[src/rtl/jpeg_maj_carry_pipe.sv]
// rtl/jpeg_maj_carry_pipe.sv - pipelined MAJ carry-chain adder/comparator with valid/ready flow
module jpeg_maj_carry_pipe #(
  parameter int WIDTH  = 16,
  parameter int STAGES = 4
) (
  input  logic             clk,
  input  logic             rst_n,
  input  logic             in_valid,
  output logic             in_ready,
  input  logic [WIDTH-1:0] a,
  input  logic [WIDTH-1:0] b,
  input  logic             cin,
  input  logic             mode,
  output logic             out_valid,
  input  logic             out_ready,
  output logic [WIDTH-1:0] sum,
  output logic             cout,
  output logic             ge
);
  localparam int L = WIDTH / STAGES;

  // per-stage valid, carry and compare-mode bits
  logic [STAGES-1:0] v_q, v_d;
  logic [STAGES-1:0] c_q, c_d;
  logic [STAGES-1:0] m_q, m_d;
  logic [STAGES-1:0] adv;

  // per-stage operand A, prepared operand B' and partially computed sum
  logic [STAGES-1:0][WIDTH-1:0] a_q, a_d;
  logic [STAGES-1:0][WIDTH-1:0] b_q, b_d;
  logic [STAGES-1:0][WIDTH-1:0] s_q, s_d;

  // comb temporaries
  logic             full_t;
  logic             carry_t;
  logic [WIDTH-1:0] bp_t;
  logic [WIDTH-1:0] s_t;

  // A stage may load unless it and every stage below it are full and the output is stalled
  always_comb begin
    adv    = '0;
    full_t = 1'b1;
    for (int k = STAGES - 1; k >= 0; k--) begin
      full_t = full_t & v_q[k];
      adv[k] = !full_t || out_ready;
    end
  end

  // Ripple one L-bit MAJ slice per stage; stage 0 works straight off the input operands
  always_comb begin
    v_d     = v_q;
    c_d     = c_q;
    m_d     = m_q;
    a_d     = a_q;
    b_d     = b_q;
    s_d     = s_q;
    carry_t = 1'b0;
    bp_t    = '0;
    s_t     = '0;

    if (adv[0]) begin
      bp_t    = mode ? ~b : b;
      carry_t = mode ? 1'b1 : cin;
      s_t     = '0;
      for (int j = 0; j < L; j++) begin
        s_t[j]  = a[j] ^ bp_t[j] ^ carry_t;
        carry_t = (a[j] & bp_t[j]) | (a[j] & carry_t) | (bp_t[j] & carry_t);
      end
      v_d[0] = in_valid;
      a_d[0] = a;
      b_d[0] = bp_t;
      s_d[0] = s_t;
      c_d[0] = carry_t;
      m_d[0] = mode;
    end

    for (int k = 1; k < STAGES; k++) begin
      if (adv[k]) begin
        s_t     = s_q[k-1];
        carry_t = c_q[k-1];
        for (int j = 0; j < L; j++) begin
          s_t[k*L+j] = a_q[k-1][k*L+j] ^ b_q[k-1][k*L+j] ^ carry_t;
          carry_t    = (a_q[k-1][k*L+j] & b_q[k-1][k*L+j]) |
                       (a_q[k-1][k*L+j] & carry_t) |
                       (b_q[k-1][k*L+j] & carry_t);
        end
        v_d[k] = v_q[k-1];
        a_d[k] = a_q[k-1];
        b_d[k] = b_q[k-1];
        s_d[k] = s_t;
        c_d[k] = carry_t;
        m_d[k] = m_q[k-1];
      end
    end
  end

  // Pipeline registers; reset discards everything in flight
  always_ff @(posedge clk or negedge rst_n) begin
    if (!rst_n) begin
      v_q <= '0;
      c_q <= '0;
      m_q <= '0;
      a_q <= '0;
      b_q <= '0;
      s_q <= '0;
    end else begin
      v_q <= v_d;
      c_q <= c_d;
      m_q <= m_d;
      a_q <= a_d;
      b_q <= b_d;
      s_q <= s_d;
    end
  end

  assign in_ready  = adv[0];
  assign out_valid = v_q[STAGES-1];
  assign sum       = s_q[STAGES-1];
  assign cout      = c_q[STAGES-1];
  assign ge        = m_q[STAGES-1] & c_q[STAGES-1];

endmodule

[config.mk]
export PLATFORM = sky130hd
export DESIGN_NAME = jpeg_maj_carry_pipe
export DESIGN_NICKNAME = d
export VERILOG_FILES = /design/src/rtl/jpeg_maj_carry_pipe.sv
export SDC_FILE = /design/constraint.sdc
export NUM_CORES = 1
export LEC_CHECK = 0
export CORE_ASPECT_RATIO = 0.8
export CORE_MARGIN = 3
export CORE_UTILIZATION = 49
export DETAILED_ROUTE_END_ITERATION = 7
export PLACE_DENSITY = 0.83
export REMOVE_ABC_BUFFERS = 1
export SYNTH_ARGS = -nofsm -noshare
export SYNTH_HDL_FRONTEND = slang
export SYNTH_SLANG_ARGS = --single-unit
[constraint.sdc]
create_clock -name clk -period 1.9 [get_ports clk]
set_input_delay 0.19 -clock clk [delete_from_list [all_inputs] [get_ports clk]]
set_output_delay 0.19 -clock clk [all_outputs]
set_load 0.01 [all_outputs]
* Yosys cells after proc, flatten, opt, wreduce, memory -nomap -nowiden *
Index checks and enable logic that the tools add are counted.

storage, ports and cells
  register bits = 148
  input port bits = 38
  output and inout bits = 20

cells by class
  muxes and demuxes = 2
  bitwise operators = 117
  reductions and logical operators = 8

operators with widths
  kind                number
  AND 1 bit           52
  OR 1 bit            32
  XOR 1 bit           32
  two-way mux 16 bit  1
  NOT 16 bit          1
  logical NOT 1 bit   4
  logical OR 1 bit    4
  two-way mux 1 bit   1

* Longest topological paths before layout *
Gate-level depths: netlist (run 1).

  depth after elaboration = 14
  gate-level depth with buffers = 10
  mapped depth without buffers = 8

* Worst setup path after synthesis (run 1) *
No wires, ideal clock.

  path kind = input-to-reg
  start = in mode
  end = reg s_q[3] in the netlist's numbering
  library setup time = 0.125 ns
  data arrival time = 2.530 ns
  data required time = 1.775 ns
  slack = -0.755 ns
  stages on the path = 10
  path through = buf_2 -> buf_2 -> xor2_1 -> fa_1 -> inv_1 -> fa_1 -> fa_1 -> inv_1 -> fa_1 -> mux2_2

between the ends
  longest elaborated chain between the ends = 11
  elaborated cells on any way between the ends = 19
  those cells by class = mux: 2; bitwise: 17

ends and longest elaborated chain
  item                                                            RTL line  source
  start, declared                                                 13        input logic mode,
  two-way mux 16 bit / two-way mux 1 bit (equally long branches)  62, 63
  AND 1 bit                                                       67        carry_t = (a[j] & bp_t[j]) | (a[j] & carry_t) | (bp_t[j] & carry_t);
  OR 1 bit (2 in series)                                          67
  AND 1 bit                                                       67
  OR 1 bit (2 in series)                                          67
  AND 1 bit                                                       67
  OR 1 bit (2 in series)                                          67
  XOR 1 bit (*)                                                   66        s_t[j] = a[j] ^ bp_t[j] ^ carry_t;
  end signal, assigned                                            105       s_q <= '0;
  end signal, assigned                                            112       s_q <= s_d;
  end, declared                                                   31        logic [STAGES-1:0][WIDTH-1:0] s_q, s_d;

Every way passes the cells marked *; elsewhere a longest branch is shown, timed or not.
A chain may end at the register's enable or synchronous reset.

* Final worst setup path (run 1) *
  start = reg c_q[1]
  end = reg s_q[43] in the netlist's numbering

between the ends
  longest elaborated chain between the ends = 10
  elaborated cells on any way between the ends = 13
  those cells by class = bitwise: 13

ends and longest elaborated chain
  item                    RTL line  source
  start, declared         24        logic [STAGES-1:0] c_q, c_d;
  start signal, assigned  101       c_q <= '0;
  start signal, assigned  108       c_q <= c_d;
  AND 1 bit               84        (a_q[k-1][k*L+j] & carry_t) |
  OR 1 bit                83        carry_t = (a_q[k-1][k*L+j] & b_q[k-1][k*L+j]) |
  OR 1 bit (*)            84
  AND 1 bit               84
  OR 1 bit                83
  OR 1 bit (*)            84
  AND 1 bit               84
  OR 1 bit                83
  OR 1 bit (*)            84
  XOR 1 bit (*)           82        s_t[k*L+j] = a_q[k-1][k*L+j] ^ b_q[k-1][k*L+j] ^ carry_t;

Marks and branches as above.

==> flow_metrics.py, run 1 <==
metrics = {
    "status": {
        "status": "finished, violations left",
        "violations": "setup timing",
    },
    "die": {
        "ioPinCount": 58,
        "die-height_um": 90.8,
        "coreArea_um2": 8600,
        "die_area_um2": 10200,
        "rows": 30,
        "start_util_pct": 51.2,
        "die_w_um": 112,
    },
    "setup_path": {
        "critPathCaptureType": "flop",
        "critical_path_class": "reg -> reg",
        "crit_fanout": 2,
        "timing.critical_path.required_ps": 2190,
        "cp.arrival_ps": 2390,
        "startpoint_type": "flop",
    },
    "clock_tree": {
        "cts_sinks": 100,
        "cts_buffers": 9,
        "clk_pin_slew_ps": 100,
        "tritoncts": "done",
        "cts-root-buf": "clkbuf_8",
        "clockBufferDepth": 2,
        "clock_latency_ps": 360,
        "htreeDepth": 3,
    },
    "drt": {
        "drtAntennaViolNets": 0,
        "drc_errors": 0,
        "num_vias": 2698,
        "wl_per_cell_um": 15.6,
        "vias_per_cell": 5.02,
        "first_pass_iters": 4,
        "drt_iter0_drc": 108,
        "wl_um": 8380,
    },
    "cells_and_area": {
        "fin_util_pct": 62.4,
        "fin_cells": 537,
        "syn2layout_area_growth_pct": 22.0,
        "drive_above_1_share_pct": 28.7,
        "nFillCells": 681,
        "n_antenna_cell": 0,
        "final_cell_area_um2": 5370,
        "nNetsFinal": 474,
    },
    "synthesis": {
        "synthCells": 368,
        "synth_area_leaders": "dfrtp_1, mux2_2, fa_1",
        "synth_most_common_cell": "dfrtp_1",
        "synth_area_per_cell_um2": 12.0,
        "yosysUniqueCellTypes": 24,
        "yosysSeqAreaShare_pct": 56.9,
        "async_reset_ff_share_pct": 100,
        "synthTopCellsByCount": "dfrtp_1, nand2_1, mux2_2",
        "synth_edf_count": 0,
        "ys_warn_count": 0,
        "synth-seq-cells": 100,
        "yosysTopAreaCell": "dfrtp_1",
        "synth-main-ff-cell": "dfrtp_1",
        "synth_top_area_share_pct": 56.9,
        "mappedNetlistArea_um2": 4400,
    },
    "job": {
        "drv_cap": 0,
    },
    "global_routing": {
        "antenna_found_initial": 0,
        "track_usage_pct": 17.5,
        "first_global_vias": 2937,
        "grt_max_degree": 56,
        "overflow": 0,
        "grt_pass1_wl_um": 14200,
    },
    "power_and_ir_drop": {
        "total_power_mw": 6.27,
        "p_leak_nw": 2.40,
        "irDropWorstVdd_v": 0.000592,
        "power_density_nw_per_um2": 1170,
    },
    "place": {
        "dp.cells": 517,
        "io_buffers": 57,
        "hpwl_um": 5720,
        "place.gp.congestion": 0.766,
        "pre_cts_ws_ps": -1020,
        "dpl_cell_area_um2": 5040,
    },
    "timing": {
        "final_max_slew_viol_count": 0,
        "setup_slack_ps": -197,
        "hold_viol_final": 0,
        "skew_ps": 7.79,
        "maxSlewHeadroom_pct": 73.3,
        "tns_ps": -582,
        "hold_slack_ps": 217,
        "setup_viol": 4,
        "rsz0062_at_grt": "yes",
        "fin_crit_sh_pct": 110,
        "min_period_ps": 2100,
        "max_freq_mhz": 477,
        "worstMarginPinSlew_ps": 401,
    },
    "worst_hold_path": {
        "hold_class": "in -> async",
    },
}
## report_power, final
part           total [mW]  switching, mW  internal (mW)
combinational        1.87          0.798           1.07
sequential           3.08          0.344           2.74
clock                1.32          0.712          0.606
## worst max-delay path: stages (launching register included)
cell and delay, ps:
dfrtp_1 400, inv_2 70, fa_2 200, inv_2 40
fa_2 360, fa_2 350, inv_2 60, fa_1 410
a21oi_2 130
## layer usage
layer	global-route usage [%]	share of wire, %
met1	22.2	43
met2	30.6	51
met3	5.02	5.1
met4	2.80	0.74
met5	0	0
## registers in the layout (all words and copies together) (netlist names)
register	flops
m_q	4
b_q	24
v_q	4
s_q	24
a_q	24
sum	16
c_q	4
## cells in the final DEF (no fill, tap or decap), drive strengths merged
cell and count:
nand2 65, xor2 2, dlygate4sd3 1, mux2 46
dfrtp 100, nand3b 1, and4b 1, buf 21
nand2b 5, dlygate4sd2 2, bufinv 1, or2 1
nor2 9, clkdlybuf4s50 49, clkinvlp 4, nand4b 1
o21ai 22, clkbuf 10, inv 26, nand3 14
xnor2 14, clkinv 1, dlymetal6s2s 2, a21oi 9
fa 16, and2 2
## path summary, 6_finish.rpt
kind	slack, ps	to	cells past startpoint	from
worst min-delay path	220	s_q[37]	2	rst_n
worst max-delay path	-200	s_q[43]	8	c_q[1]
worst min register to register	470	b_q[30]	2	b_q[30]
max in group asynchronous	1020	s_q[42]	3	rst_n
min in group clk	330	m_q[0]	3	mode
worst max register to register	-200	s_q[43]	8	c_q[1]
## logic make-up (layout without fill, tap and decap cells)
family	Yosys count	after routing	synth area share (%)
and+or+nand+nor	99	99	9.64
adders and majority gates	16	16	7.28
buffers and inverters	60	117	7.03
xor gates and xnor gates	16	16	3.19
DFF	100	100	56.9
AOI/OAI and AO/OA	31	31	3.53
muxes	46	46	12.5
## timing repair
| item | in CTS | in global routing |
|---|---|---|
| resized for setup | 48 | 15 |
| pin swaps | 10 | 10 |
| buffers inserted | 2 | 1 |
| endpoints found under the setup margin | 10 | 9 |
| hold endpoints to repair | 68 | 0 |
| hold buffers | 1 | 0 |
## final cells by class
class	instances	area (um^2)	share of cell area (%)
clock buffers	10	128	2.38
clock inverters	6	65.1	1.21
inverters	26	100	1.87
multi-input cells	208	1680	31.3
flip-flops and latches	100	2500	46.6
well taps	112	140	2.61
repair buffers	75	748	13.9
Note: power is estimated with default switching activity, not from simulation.
==> run 2, diff against run 1 <==
Settings changed: GPL_TIMING_DRIVEN set to 0.
==> flow_metrics.py, run 2 (synthesis gave the netlist of run 1 again) <==
metrics = {
    "status": {
        "status": "finished, violations left",
        "violations": "setup timing",
    },
    "setup_path": {
        "cp_slowest_cell": "dfrtp_1",
        "critical_path_class": "reg -> reg",
        "crit_family": "adder cells",
        "critPathCaptureType": "flop",
        "crit_chain": "inv_2 -> fa_2 -> inv_2 -> fa_2 -> fa_2 -> inv_2 -> fa_1 -> a21oi_1",
        "reg2reg_depth": 8,
        "rr_endpoint": "s_q[43]",
        "r2r-start": "c_q[1]",
        "regToRegSetupSlack_ps": -190,
        "crit_fanout": 2,
        "cp.arrival_ps": 2370,
        "worstSetupStartpoint": "c_q[1]",
        "timing.critical_path.required_ps": 2180,
        "startpoint_type": "flop",
        "critical_path_buf_inv_count": 3,
        "slowest_delay_ps": 400,
    },
    "die": {
        "coreArea_um2": 8600,
        "die-height_um": 90.8,
        "die_area_um2": 10200,
        "rows": 30,
        "ioPinCount": 58,
        "start_util_pct": 51.2,
        "die_w_um": 112,
    },
    "clock_tree": {
        "htreeDepth": 3,
        "clock_latency_ps": 360,
        "tritoncts": "done",
        "cts_sinks": 100,
        "clockBufferDepth": 2,
        "cts_buffers": 9,
        "cts-root-buf": "clkbuf_8",
        "clk_pin_slew_ps": 90,
    },
    "drt": {
        "wl_per_cell_um": 16.3,
        "drc_errors": 0,
        "wl_um": 8670,
        "first_pass_iters": 4,
        "num_vias": 2706,
        "vias_per_cell": 5.09,
        "drt_iter0_drc": 98,
        "drtAntennaViolNets": 0,
    },
    "timing": {
        "final_max_slew_viol_count": 0,
        "maxSlewHeadroom_pct": 38.0,
        "skew_ps": 9.32,
        "hold_viol_final": 0,
        "setup_viol": 4,
        "worstMarginPinSlew_ps": 928,
        "fin_crit_sh_pct": 110,
        "min_period_ps": 2090,
        "hold_slack_ps": 285,
        "setup_slack_ps": -187,
        "rsz0062_at_grt": "yes",
        "max_freq_mhz": 479,
    },
    "worst_hold_path": {
        "hold_path.startpoint": "mode",
        "whs_endpoint": "b_q[4]",
        "hold_class": "in -> reg",
        "holdPathStages": 4,
    },
    "global_routing": {
        "top_usage_layer": "met2",
        "grt_max_degree": 74,
        "overflow": 0,
        "use_met3_pct": 6.03,
        "grtUsageMet2_pct": 30.4,
        "track_usage_pct": 18.2,
        "use_met1_pct": 22.9,
        "grt_pass1_wl_um": 14600,
        "antenna_found_initial": 0,
        "first_global_vias": 2912,
    },
    "job": {
        "drv_cap": 0,
    },
    "place": {
        "dpl_cell_area_um2": 4950,
        "place.gp.congestion": 0.739,
        "hpwl_um": 5320,
        "io_buffers": 57,
        "pre_cts_ws_ps": -1600,
    },
    "power_and_ir_drop": {
        "clock_power_share_pct": 23.9,
        "p_seq_share_pct": 47.6,
        "power_density_nw_per_um2": 1200,
        "combPwrFrac_pct": 28.5,
        "swShare_pct": 28.3,
        "power.internal_mw": 4.65,
        "p_leak_nw": 2.41,
        "irDropWorstVdd_v": 0.000671,
        "p_sw_mw": 1.84,
    },
    "cells_and_area": {
        "nNetsFinal": 471,
        "fin_util_pct": 62.9,
        "syn2layout_area_growth_pct": 22.9,
        "largestRegisters": "a_q: 24 flops, b_q: 24 flops, s_q: 24 flops",
        "layout_common_cells": "dfrtp_1, nand2_1, clkdlybuf4s50_1",
        "drive_above_1_share_pct": 28.8,
        "final_cell_area_um2": 5410,
        "layout_commonest_cell": "dfrtp_1",
        "nFillCells": 662,
        "n_antenna_cell": 0,
    },
}
-- run 2: cell types whose count changed in the layout (fill, tap and decap cells not counted), moves of 2 or more --
cell | before | now
mux2_4 | 11 | 9
mux2_2 | 35 | 37
buf_4 | 16 | 11
dfrtp_1 | 100 | 97
buf_12 | 4 | 0
buf_16 | 0 | 3
bufinv_16 | 1 | 3
clkinvlp_4 | 4 | 1
dfrtp_2 | 0 | 3
-- run 2: stage by stage --
step                total power, mW  TNS (ps)  instances
floorplan                      3.98     -5520        334
global placement               4.69   -346170        503
detailed placement             4.83    -54810        505
CTS                            6.52      -622        527
global route                   6.93      -907        532
finish                         6.49      -554        532
-- run 2: worst register-to-register path, stage by stage (launching register included) --
cell and delay (ps):
dfrtp_1 400, inv_2 70, fa_2 210, inv_2 40, fa_2 360, fa_2 360, inv_2 60, fa_1 400
a21oi_1 120
-- run 2: worst max-delay path by stage --
stage                     endpoint  slack (ps)  depth (start not counted)
final                      s_q[43]        -190                          8
after global routing       s_q[43]        -260                          8
after CTS                  s_q[23]        -200                          8
after detailed placement    s_q[3]       -1600                          9
after global placement     sum[11]       -2880                          1
after floorplan            a_q[10]        -330                          4
-- run 2: area by class of cell --
| type | instances | area, um^2 | area share [%] |
|---|---|---|---|
| Multi-Input combinational cell | 210 | 1700 | 31.4 |
| Clock buffer | 9 | 124 | 2.29 |
| Inverter | 26 | 110 | 2.04 |
| Timing Repair Buffer | 70 | 724 | 13.4 |
| Clock inverter | 5 | 103 | 1.90 |
| Sequential cell | 100 | 2510 | 46.4 |
| Tap cell | 112 | 140 | 2.59 |
-- run 2: routing by layer --
layer	routed length, um	share of wire [%]
met5	0	0
met4	154	1.8
met3	537	6.2
met2	4330	50
met1	3650	42
-- run 2: what timing repair did --
item	in CTS	in global routing
gates cloned	2	0
hold buffers	1	0
pin swaps	10	7
hold endpoints to repair	27	0
setup buffers	5	5
gates resized for setup	65	8
setup endpoints to repair	59	19
-- run 2: power groups by stage --
stage	clock [mW]	sequential, mW	combinational [mW]
after floorplan	0	3.11	0.867
after global routing	1.69	3.17	2.07
after detailed placement	0	3.12	1.72
final	1.55	3.09	1.85
after CTS	1.58	3.09	1.84
after global placement	0	3.08	1.61
